## config.mk

```make
export PLATFORM = sky130hd
export DESIGN_NAME = fir_rns_stream
export DESIGN_NICKNAME = d
export VERILOG_FILES = /design/src/rtl/rns_pkg.sv /design/src/rtl/rns_mac_lane.sv /design/src/rtl/fir_rns_stream.sv
export SDC_FILE = /design/constraint.sdc
export NUM_CORES = 2
export LEC_CHECK = 0
export ABC_AREA = 1
export BUFFER_PORTS_ARGS = -buffer_cell sky130_fd_sc_hd__buf_2
export CORE_MARGIN = 10
export CORE_UTILIZATION = 50
export CTS_CLUSTER_SIZE = 16
export DETAILED_ROUTE_END_ITERATION = 7
export PLACE_DENSITY = 0.68
export SYNTH_ARGS = -nofsm -noshare
export SYNTH_HDL_FRONTEND = slang
export SYNTH_SLANG_ARGS = --single-unit
```

## constraint.sdc

```tcl
create_clock -name clk -period 15.46 [get_ports clk]
set_input_delay 3.865 -clock clk [delete_from_list [all_inputs] [get_ports clk]]
set_output_delay 3.865 -clock clk [all_outputs]
set_load 0.02 [all_outputs]
```

## src/rtl/rns_pkg.sv

```systemverilog
// Shared RNS definitions: default moduli set, residue/word types, FIR control states.
// Optional input residue check is enabled by defining FIR_RNS_RESIDUE_CHECK_EN.
package rns_pkg;
    localparam int DEF_K = 4;
    localparam int DEF_W = 8;

    // Channel 0 is the least significant entry (m0 = 251).
    localparam logic [DEF_K-1:0][31:0] DEFAULT_MODULI = {32'd233, 32'd239, 32'd241, 32'd251};

    typedef logic [DEF_W-1:0]     residue_t;
    typedef residue_t [DEF_K-1:0] rns_word_t;

    typedef enum logic [1:0] {IDLE, MAC, OUT} fir_state_t;
endpackage

```

## src/rtl/rns_mac_lane.sv

```systemverilog
// One residue channel of the FIR datapath: sum = (acc + (coef*x mod M)) mod M.
// Purely combinational; acc and the reduced product are both < M, so one conditional subtract suffices.
module rns_mac_lane #(
    parameter int          W = 8,
    parameter int unsigned M = 251
) (
    input  logic [W-1:0] acc,
    input  logic [W-1:0] coef,
    input  logic [W-1:0] x,
    output logic [W-1:0] sum
);
    logic [2*W-1:0] prod;
    logic [W-1:0]   prod_m;
    logic [W:0]     s;

    assign prod   = {{W{1'b0}}, coef} * {{W{1'b0}}, x};
    assign prod_m = W'(prod % (2*W)'(M));
    assign s      = {1'b0, acc} + {1'b0, prod_m};
    assign sum    = (s >= (W+1)'(M)) ? W'(s - (W+1)'(M)) : W'(s);
endmodule

```

## src/rtl/fir_rns_stream.sv

```systemverilog
// Streaming N-tap RNS FIR, one tap per cycle across all K channels, valid/ready in and out.
// Define FIR_RNS_RESIDUE_CHECK_EN to flag (in_err) and reduce out-of-range input residues.
module fir_rns_stream
    import rns_pkg::*;
#(
    parameter int                  N      = 16,
    parameter int                  K      = DEF_K,
    parameter int                  W      = DEF_W,
    parameter logic [K-1:0][31:0]  MODULI = DEFAULT_MODULI,
    localparam int                 AW     = $clog2(N)
) (
    input  logic            clk,
    input  logic            reset,
    input  logic            coef_we,
    input  logic [AW-1:0]   coef_addr,
    input  logic [K*W-1:0]  coef_data,
    output logic            coef_ready,
    input  logic            flush,
    input  logic            in_valid,
    output logic            in_ready,
    input  logic [K*W-1:0]  in_data,
    output logic            out_valid,
    input  logic            out_ready,
    output logic [K*W-1:0]  out_data,
    output logic            busy,
    output logic            in_err
);
    typedef logic [K-1:0][W-1:0] word_t;

    fir_state_t     state;
    word_t          coef  [N];
    word_t          dline [N];
    logic [AW-1:0]  head, newest, tap, rd_idx;
    word_t          acc, mac_nxt, x_in;
    logic           accept, coef_hit;

    assign in_ready   = (state == IDLE);
    assign coef_ready = (state == IDLE);
    assign busy       = (state != IDLE);
    assign accept     = (state == IDLE) && !flush && in_valid;
    assign coef_hit   = (state == IDLE) && !flush && coef_we && (32'(coef_addr) < N);

    // Tap i reads the sample i positions behind the newest one, wrapping through the ring.
    always_comb begin
        rd_idx = newest - tap;
        if (newest < tap)
            rd_idx = AW'(N - 32'(tap) + 32'(newest));
    end

`ifdef FIR_RNS_RESIDUE_CHECK_EN
    logic [K-1:0] oor;
`endif

    for (genvar k = 0; k < K; k++) begin : g_lane
        localparam int unsigned M = MODULI[k];

        rns_mac_lane #(.W(W), .M(M)) u_lane (
            .acc  (acc[k]),
            .coef (coef[tap][k]),
            .x    (dline[rd_idx][k]),
            .sum  (mac_nxt[k])
        );

`ifdef FIR_RNS_RESIDUE_CHECK_EN
        assign oor[k]  = 32'(in_data[k*W +: W]) >= M;
        assign x_in[k] = W'(32'(in_data[k*W +: W]) % M);
`else
        assign x_in[k] = in_data[k*W +: W];
`endif
    end

    always_ff @(posedge clk or negedge reset) begin
        if (!reset) begin
            state     <= IDLE;
            head      <= '0;
            newest    <= '0;
            tap       <= '0;
            acc       <= '0;
            out_data  <= '0;
            out_valid <= 1'b0;
            for (int j = 0; j < N; j++) begin
                coef[j]  <= '0;
                dline[j] <= '0;
            end
        end else begin
            case (state)
                IDLE: begin
                    if (flush) begin
                        for (int j = 0; j < N; j++) dline[j] <= '0;
                    end else begin
                        // Write lands before the MAC pass, so a same-cycle sample sees it.
                        if (coef_hit) coef[coef_addr] <= coef_data;
                        if (accept) begin
                            dline[head] <= x_in;
                            newest      <= head;
                            head        <= (head == AW'(N-1)) ? '0 : head + 1'b1;
                            acc         <= '0;
                            tap         <= '0;
                            state       <= MAC;
                        end
                    end
                end
                MAC: begin
                    acc <= mac_nxt;
                    if (tap == AW'(N-1)) begin
                        out_data  <= mac_nxt;
                        out_valid <= 1'b1;
                        state     <= OUT;
                    end else begin
                        tap <= tap + 1'b1;
                    end
                end
                OUT: begin
                    if (out_ready) begin
                        out_valid <= 1'b0;
                        state     <= IDLE;
                    end
                end
                default: state <= IDLE;
            endcase
        end
    end

`ifdef FIR_RNS_RESIDUE_CHECK_EN
    always_ff @(posedge clk or negedge reset) begin
        if (!reset) in_err <= 1'b0;
        else        in_err <= accept && (|oor);
    end
`else
    assign in_err = 1'b0;
`endif
endmodule

```

Yosys cells after proc, flatten, opt, wreduce, memory -nomap -nowiden
Cells that the tools add are included.
{"block": "op_classes", "addsub": 13, "mul": 4, "div": 4, "n_lt_le_gt_ge": 11, "n_eq_ne": 9, "n_mux": 35, "bitwise": 5, "reduce_logical": 19}
{"cell": "bitwise mux 512 bit", "count": 2}
{"cell": "two-way mux 512 bit", "count": 2}
{"cell": "binary-select mux 32 bit (select 4 bit)", "count": 2}
{"cell": "demux 32 bit (select 4 bit)", "count": 2}
{"cell": "two-way mux 32 bit", "count": 8}
{"cell": "modulo 16 x 8 -> 16 bit (second input constant)", "count": 4}
{"cell": "multiplier 8 x 8 -> 16 bit", "count": 4}
{"cell": "one-hot mux 32 bit (2 select lines)", "count": 1}
{"cell": "adder 8 x 8 -> 9 bit", "count": 4}
{"cell": ">= comparator 9 x 8 -> 1 bit (second input constant)", "count": 4}
{"cell": "two-way mux 8 bit", "count": 4}
{"cell": "subtractor 8 bit (second input constant)", "count": 4}
{"cell": ">= comparator 5 bit (second input constant)", "count": 4}
{"cell": "two-way mux 4 bit", "count": 5}
{"cell": "NOT 4 -> 5 bit", "count": 4}
{"cell": "AND reduction 3 bit", "count": 4}
{"cell": "less-than comparator 5 x 1 -> 1 bit (second input constant)", "count": 2}
{"cell": "adder 4 x 1 -> 4 bit (second input constant)", "count": 2}
{"cell": "equality test 4 bit (second input constant)", "count": 2}
{"cell": "two-way mux 2 bit", "count": 4}
{"cell": "!= test 2 bit (second input constant)", "count": 4}
{"cell": "one-hot mux 4 bit (2 select lines)", "count": 1}
{"cell": "AND reduction 4 bit", "count": 2}
{"cell": "nonzero test 2 bit", "count": 4}
{"cell": "other kinds (15)", "count": 21}
{"block": "word_totals", "regBits": 1103, "inputBits": 74}

Depth between registers and ports, before layout
{"block": "depth", "ltp_word": 13, "depth_mapped": 124, "depth_no_buf": 115}

Modules after synthesis
A second synthesis with hierarchy kept.
{"block": "hier_totals", "hier_cells": 10852, "area_unflattened_um2": 74685.4}
{"mod": "fir_rns_stream", "instances": 1, "cells_each": 7044, "area_each_um2": 52586.7}
{"mod": "rns_mac_lane at g_lane[1].u_lane", "instances": 1, "cells_each": 1002, "area_each_um2": 5669.2}
{"mod": "rns_mac_lane at g_lane[2].u_lane", "instances": 1, "cells_each": 964, "area_each_um2": 5591.6}
{"mod": "rns_mac_lane at g_lane[3].u_lane", "instances": 1, "cells_each": 918, "area_each_um2": 5484.0}
{"mod": "rns_mac_lane at g_lane[0].u_lane", "instances": 1, "cells_each": 924, "area_each_um2": 5353.9}

Worst setup path before layout
OpenSTA, ideal clock, no wires.
{"block": "synth_timing", "path_type": "reg-to-reg", "from": "register tap[1]", "to": "register out_data[31]", "t_arrival_ps": 15297, "required_ps": 15377, "slack_ps": 81, "stages_incl_launch_ff": 117, "period_less_slack_ps": 15379, "cell_sequence": "dfrtp_1 clkbuf_1 inv_1 clkbuf_1 clkbuf_1 buf_1 clkbuf_1 fa_1 inv_1 clkbuf_1 clkbuf_1 clkbuf_1 clkbuf_1 buf_1 a21oi_1 o21ai_0 nand3_1 a21oi_1 [... 81 more ...] fa_1 nand2_1 inv_1 o21ai_0 nand2_1 nand3_1 nand2_1 nand2_1 nand3_1 a31oi_1 nand2_1 nand2_1 inv_1 a21oi_1 nand4_1 xnor2_1 nand2_1 o21ai_0"}
{"block": "synth_via", "elab_chain_len": 12}
{"element": "from (decl)", "line": "fir_rns_stream.sv:33", "rtl": "logic [AW-1:0] head, newest, tap, rd_idx;"}
{"element": "from (signal assigned)", "line": "fir_rns_stream.sv:110", "rtl": "tap <= tap + 1'b1;"}
{"element": "subtractor 1 x 4 -> 4 bit", "line": "fir_rns_stream.sv:47", "rtl": "rd_idx = AW'(N - 32'(tap) + 32'(newest));"}
{"element": "adder 4 bit", "line": "fir_rns_stream.sv:47"}
{"element": "two-way mux 4 bit", "line": "fir_rns_stream.sv:46", "rtl": "if (newest < tap)"}
{"element": "NOT 4 -> 5 bit (not written as such)", "line": "fir_rns_stream.sv:60", "rtl": ".x (dline[rd_idx][k]),"}
{"element": "binary-select mux 32 bit (select 4 bit)", "line": "fir_rns_stream.sv:60"}
{"element": "two-way mux 32 bit (not written as such) (2 in series)", "line": "fir_rns_stream.sv:60"}
{"element": "multiplier 8 x 8 -> 16 bit", "line": "rns_mac_lane.sv:16", "rtl": "assign prod = {{W{1'b0}}, coef} * {{W{1'b0}}, x};"}
{"element": "modulo 16 x 8 -> 16 bit", "line": "rns_mac_lane.sv:17", "rtl": "assign prod_m = W'(prod % (2*W)'(M));"}
{"element": "adder 8 x 8 -> 9 bit", "line": "rns_mac_lane.sv:18", "rtl": "assign s = {1'b0, acc} + {1'b0, prod_m};"}
{"element": "subtractor 8 bit or >= comparator 9 x 8 -> 1 bit (tied branches)", "line": "rns_mac_lane.sv:19", "rtl": "assign sum = (s >= (W+1)'(M)) ? W'(s - (W+1)'(M)) : W'(s);"}
{"element": "two-way mux 8 bit", "line": "rns_mac_lane.sv:19"}
{"element": "to (signal assigned)", "line": "fir_rns_stream.sv:106", "rtl": "out_data <= mac_nxt;"}
{"element": "to (decl)", "line": "fir_rns_stream.sv:24", "rtl": "output logic [K*W-1:0] out_data,"}
Several ways; a longest one is shown, not always the timed one. The select of a mux whose other input is x is not followed.
A chain may end at the register's enable or synchronous reset.

Final worst setup path
{"block": "layout_timing", "from": "register tap[0]", "to": "register out_data[17]"}
{"block": "layout_via", "elab_chain_len": 12}
{"element": "subtractor 1 x 4 -> 4 bit", "line": "fir_rns_stream.sv:47"}
{"element": "adder 4 bit", "line": "fir_rns_stream.sv:47"}
{"element": "two-way mux 4 bit", "line": "fir_rns_stream.sv:46"}
{"element": "NOT 4 -> 5 bit (not written as such)", "line": "fir_rns_stream.sv:60"}
{"element": "binary-select mux 32 bit (select 4 bit)", "line": "fir_rns_stream.sv:60"}
{"element": "two-way mux 32 bit (2 in series)"}
{"element": "multiplier 8 x 8 -> 16 bit", "line": "rns_mac_lane.sv:16"}
{"element": "modulo 16 x 8 -> 16 bit", "line": "rns_mac_lane.sv:17"}
{"element": "adder 8 x 8 -> 9 bit", "line": "rns_mac_lane.sv:18"}
{"element": "subtractor 8 bit or >= comparator 9 x 8 -> 1 bit (tied branches)", "line": "rns_mac_lane.sv:19"}
{"element": "two-way mux 8 bit", "line": "rns_mac_lane.sv:19"}
Several ways; a longest one is shown, not always the timed one. The select of a mux whose other input is x is not followed.

==> results.md <==
- Max Fanout on Critical Path: 25
- Slew Viols, Final: 0
- Synthesized area: 67700 um2
- Leading area contributor after synthesis: dfrtp_1
- Port buffer count: 109
- Top FF cell, synth: dfrtp_1
- First-pass GRT wire length: 327000 um
- Worst flop-to-flop path endpoint: out_data[17]
- GR Overflow Total: 0
- Via density: 5.77
- HPWL Detailed: 127000 um
- Slowest CP cell: fa_2
- Distinct cells, synth: 59
- Synth Register Bits: 1103
- H-tree levels: 3
- CTS Hold Buffers Added: 0
- Worst hold path type: register to register
- Startpoint Class: register
- Critical path class: register to register
- Antenna violations before repair: 0
- Tmin final: 14390 ps
- Syn_area_per_cell: 7.68 um2
- Utilization after layout: 56.6%
- Total track usage: 26.6%
- Final setup violation count: 0
- Largest net degree at the start of global routing: 167
- Hold EP: coef[255]
- Post-layout net count: 9170
- Placed instance count: 10300
- Final WL: 209000 um
- Post-place setup slack: -169 ps
- Synth top area share: 40.8%
- DR DRC count: 0
- CP Data Required Time: 16040 ps
- Register area share after synthesis: 40.8%
- Status: complete, no violations
- Num rows: 134
- Die span in x: 388 um
- Clk buf depth: 3
- Clk_lat worst skew: 750 ps
- Via Count: 61200
- Hold path startpoint: coef[255]
- IO Pins: 111
- Post-synth EDFFs: 0
- TritonCTS buffer count: 116
- RR Startpoint: tap[0]
- Die Height: 388 um
- Area Growth Syn to Fin: 12.0%
- Async S/R FF share, synth: 100%
- Synth area leaders: dfrtp_1 41%, nand2_1 12%, o21ai_0 6.5%, inv_1 6.2%, fa_1 4.4%
- Setup WS post-layout: 1070 ps
- Placeable Area: 134000 um2
- Crit path DAT: 14980 ps
- Die area: 151000 um2
- Gpl congestion: 0.873
- MaxCap Viol Count: 0
- Most used cell, CP: nand2_1
- First-pass iteration count of the detailed router: 6
- Layout cells sized above 1: 11.1%
- CP max stage delay: 750 ps
- Routed Antenna Nets: 0
- Fin Clk Skew: 52.7 ps
- Drt wl/cell: 19.7 um
- Hold Violations, Final: 0
- Yosys warnings: 0
- CTS sink count: 1103
- N_diodes: 0
- Crit. End Element: register
- Final Non-Filler Cells: 10600
- Slew @ Worst Pin: 1230 ps
- Initial drt markers: 5836
- Final Cycle Share: 93.1%
- Effective utilization at floorplan: 50.5%
- Slew headroom: 17.5%
- RSZ-0062 raised after global routing: true
- Reg2reg path depth: 93
- Register clock-pin slew on the reported worst setup and hold paths: 60 ps
- R2R Setup Slk: 1070 ps
- Vias in the first global route: 58800
- Max Clk Rate: 69.5 MHz
- Cells after Synth: 8817
- Root buf cell: clkbuf_16
- WHS Path Cells: 2
- Syn nets: 9243
- CTS tree: built
==> synth_stat cells (7+ instances only) <==
| cell | n |
|---|---|
| buf_1 | 34 |
| nand2_1 | 2230 |
| nor3_1 | 23 |
| nor2_1 | 342 |
| clkbuf_1 | 451 |
| a31oi_1 | 8 |
| o21bai_1 | 12 |
| nor2_4 | 9 |
| a21oi_2 | 11 |
| inv_1 | 1126 |
| o21a_1 | 9 |
| nand3b_1 | 10 |
| or3_1 | 20 |
| nand3_1 | 442 |
| dfrtp_1 | 1103 |
| o22ai_1 | 455 |
| a311o_1 | 30 |
| a21o_1 | 29 |
| nand3_2 | 30 |
| a21oi_1 | 510 |
| a221oi_1 | 90 |
| nand2_4 | 22 |
| o21ai_2 | 15 |
| nand2_2 | 107 |
| xnor2_1 | 43 |
| or2_2 | 8 |
| o21ai_0 | 877 |
| o21ai_1 | 33 |
| xor2_1 | 96 |
| and2_1 | 7 |
| nor2_2 | 30 |
| ha_1 | 203 |
| inv_2 | 34 |
| o211ai_1 | 110 |
| a211o_1 | 9 |
| nand4_1 | 49 |
| fa_1 | 149 |
==> cells in the final DEF, fill, tap and decap left out, types with 122 or more instances in the layout <==
cell,count
nand3_1,424
dfrtp_1,1099
nand2_2,142
o21ai_0,860
inv_1,1108
fa_1,146
clkbuf_16,122
nor2_1,318
buf_4,147
a21oi_1,484
ha_1,186
o22ai_1,455
nand2_1,2182
==> how the worst max path moves through the flow <==
stage                       from            to  slack [ps]  cells after the start
final                     tap[0]  out_data[17]        1070                     93
after detailed placement  tap[0]  out_data[17]        -170                     91
after global routing      tap[0]  out_data[31]        -180                    105
after CTS                 tap[0]  out_data[17]         100                     93
after global placement    tap[0]  out_data[17]          20                     93
after floorplan           tap[1]  out_data[31]          80                    116
==> layer usage <==
layer	vias up	GRT usage, %	share of wire, %
met1	29700	35.5	42
li1	28900	-	-
met5	-	0	0
met3	455	5.36	8.3
met4	0	9.34	4.0
met2	2219	42.8	46
==> per-stage QoR <==
stage	setup TNS (ps)	hold slack (ps)	instance area [um2]
6_report	0	482	75900
5_1_grt	-3700	499	75900
4_1_cts	0	486	74200
3_5_place_dp	-1020	468	70000
3_3_place_gp	0	464	70000
2_1_floorplan	0	453	67700
==> logic make-up after synthesis <==
kind of cell,Yosys count,share of synthesized area (%)
adder cells (fa/ha/maj),352,8.16
XOR/XNOR,143,1.89
other,1,0.00554
AND/OR/NAND/NOR,3340,21.0
AO/OA/AOI/OAI,2213,18.8
multiplexers,4,0.0591
flip-flops,1103,40.8
buffers and inverters,1661,9.31
==> final cells by class <==
class / instances / area, um2
clock buffers: 153 / 3270
well taps: 1768 / 2210
inverters: 1167 / 4460
repair buffers: 294 / 2380
multi-input cells: 6056 / 34900
repair inverters: 6 / 91.3
fillers: 12300 / 58100
flip-flops and latches: 1103 / 27600
clock inverters: 65 / 888
==> sequential cells by signal, indices dropped and copies added (netlist names) <==
register and count:
head 4, state 2, out_valid 1, dline 512
coef 512, out_data 32, acc 32, newest 4
tap 4
==> worst max-delay path: cells and delay by family, from the launching register on <==
| kind | cells | cell delay [ps] |
|---|---|---|
| xor+xnor | 1 | 130 |
| compound gates | 15 | 2240 |
| mux | 1 | 150 |
| simple gates | 54 | 5850 |
| buf+inv | 12 | 1250 |
| fa+ha+maj | 10 | 4060 |
| flops | 1 | 470 |
==> what timing repair did <==
action,in CTS,in global routing
pin swaps,0,54
buffers inserted,0,61
gates resized for setup,7,250
setup endpoints to repair,14,64
gates cloned,0,13
Power is not shown: default switching activity piles up to over one toggle a cycle in this logic, so the estimate is an artifact.
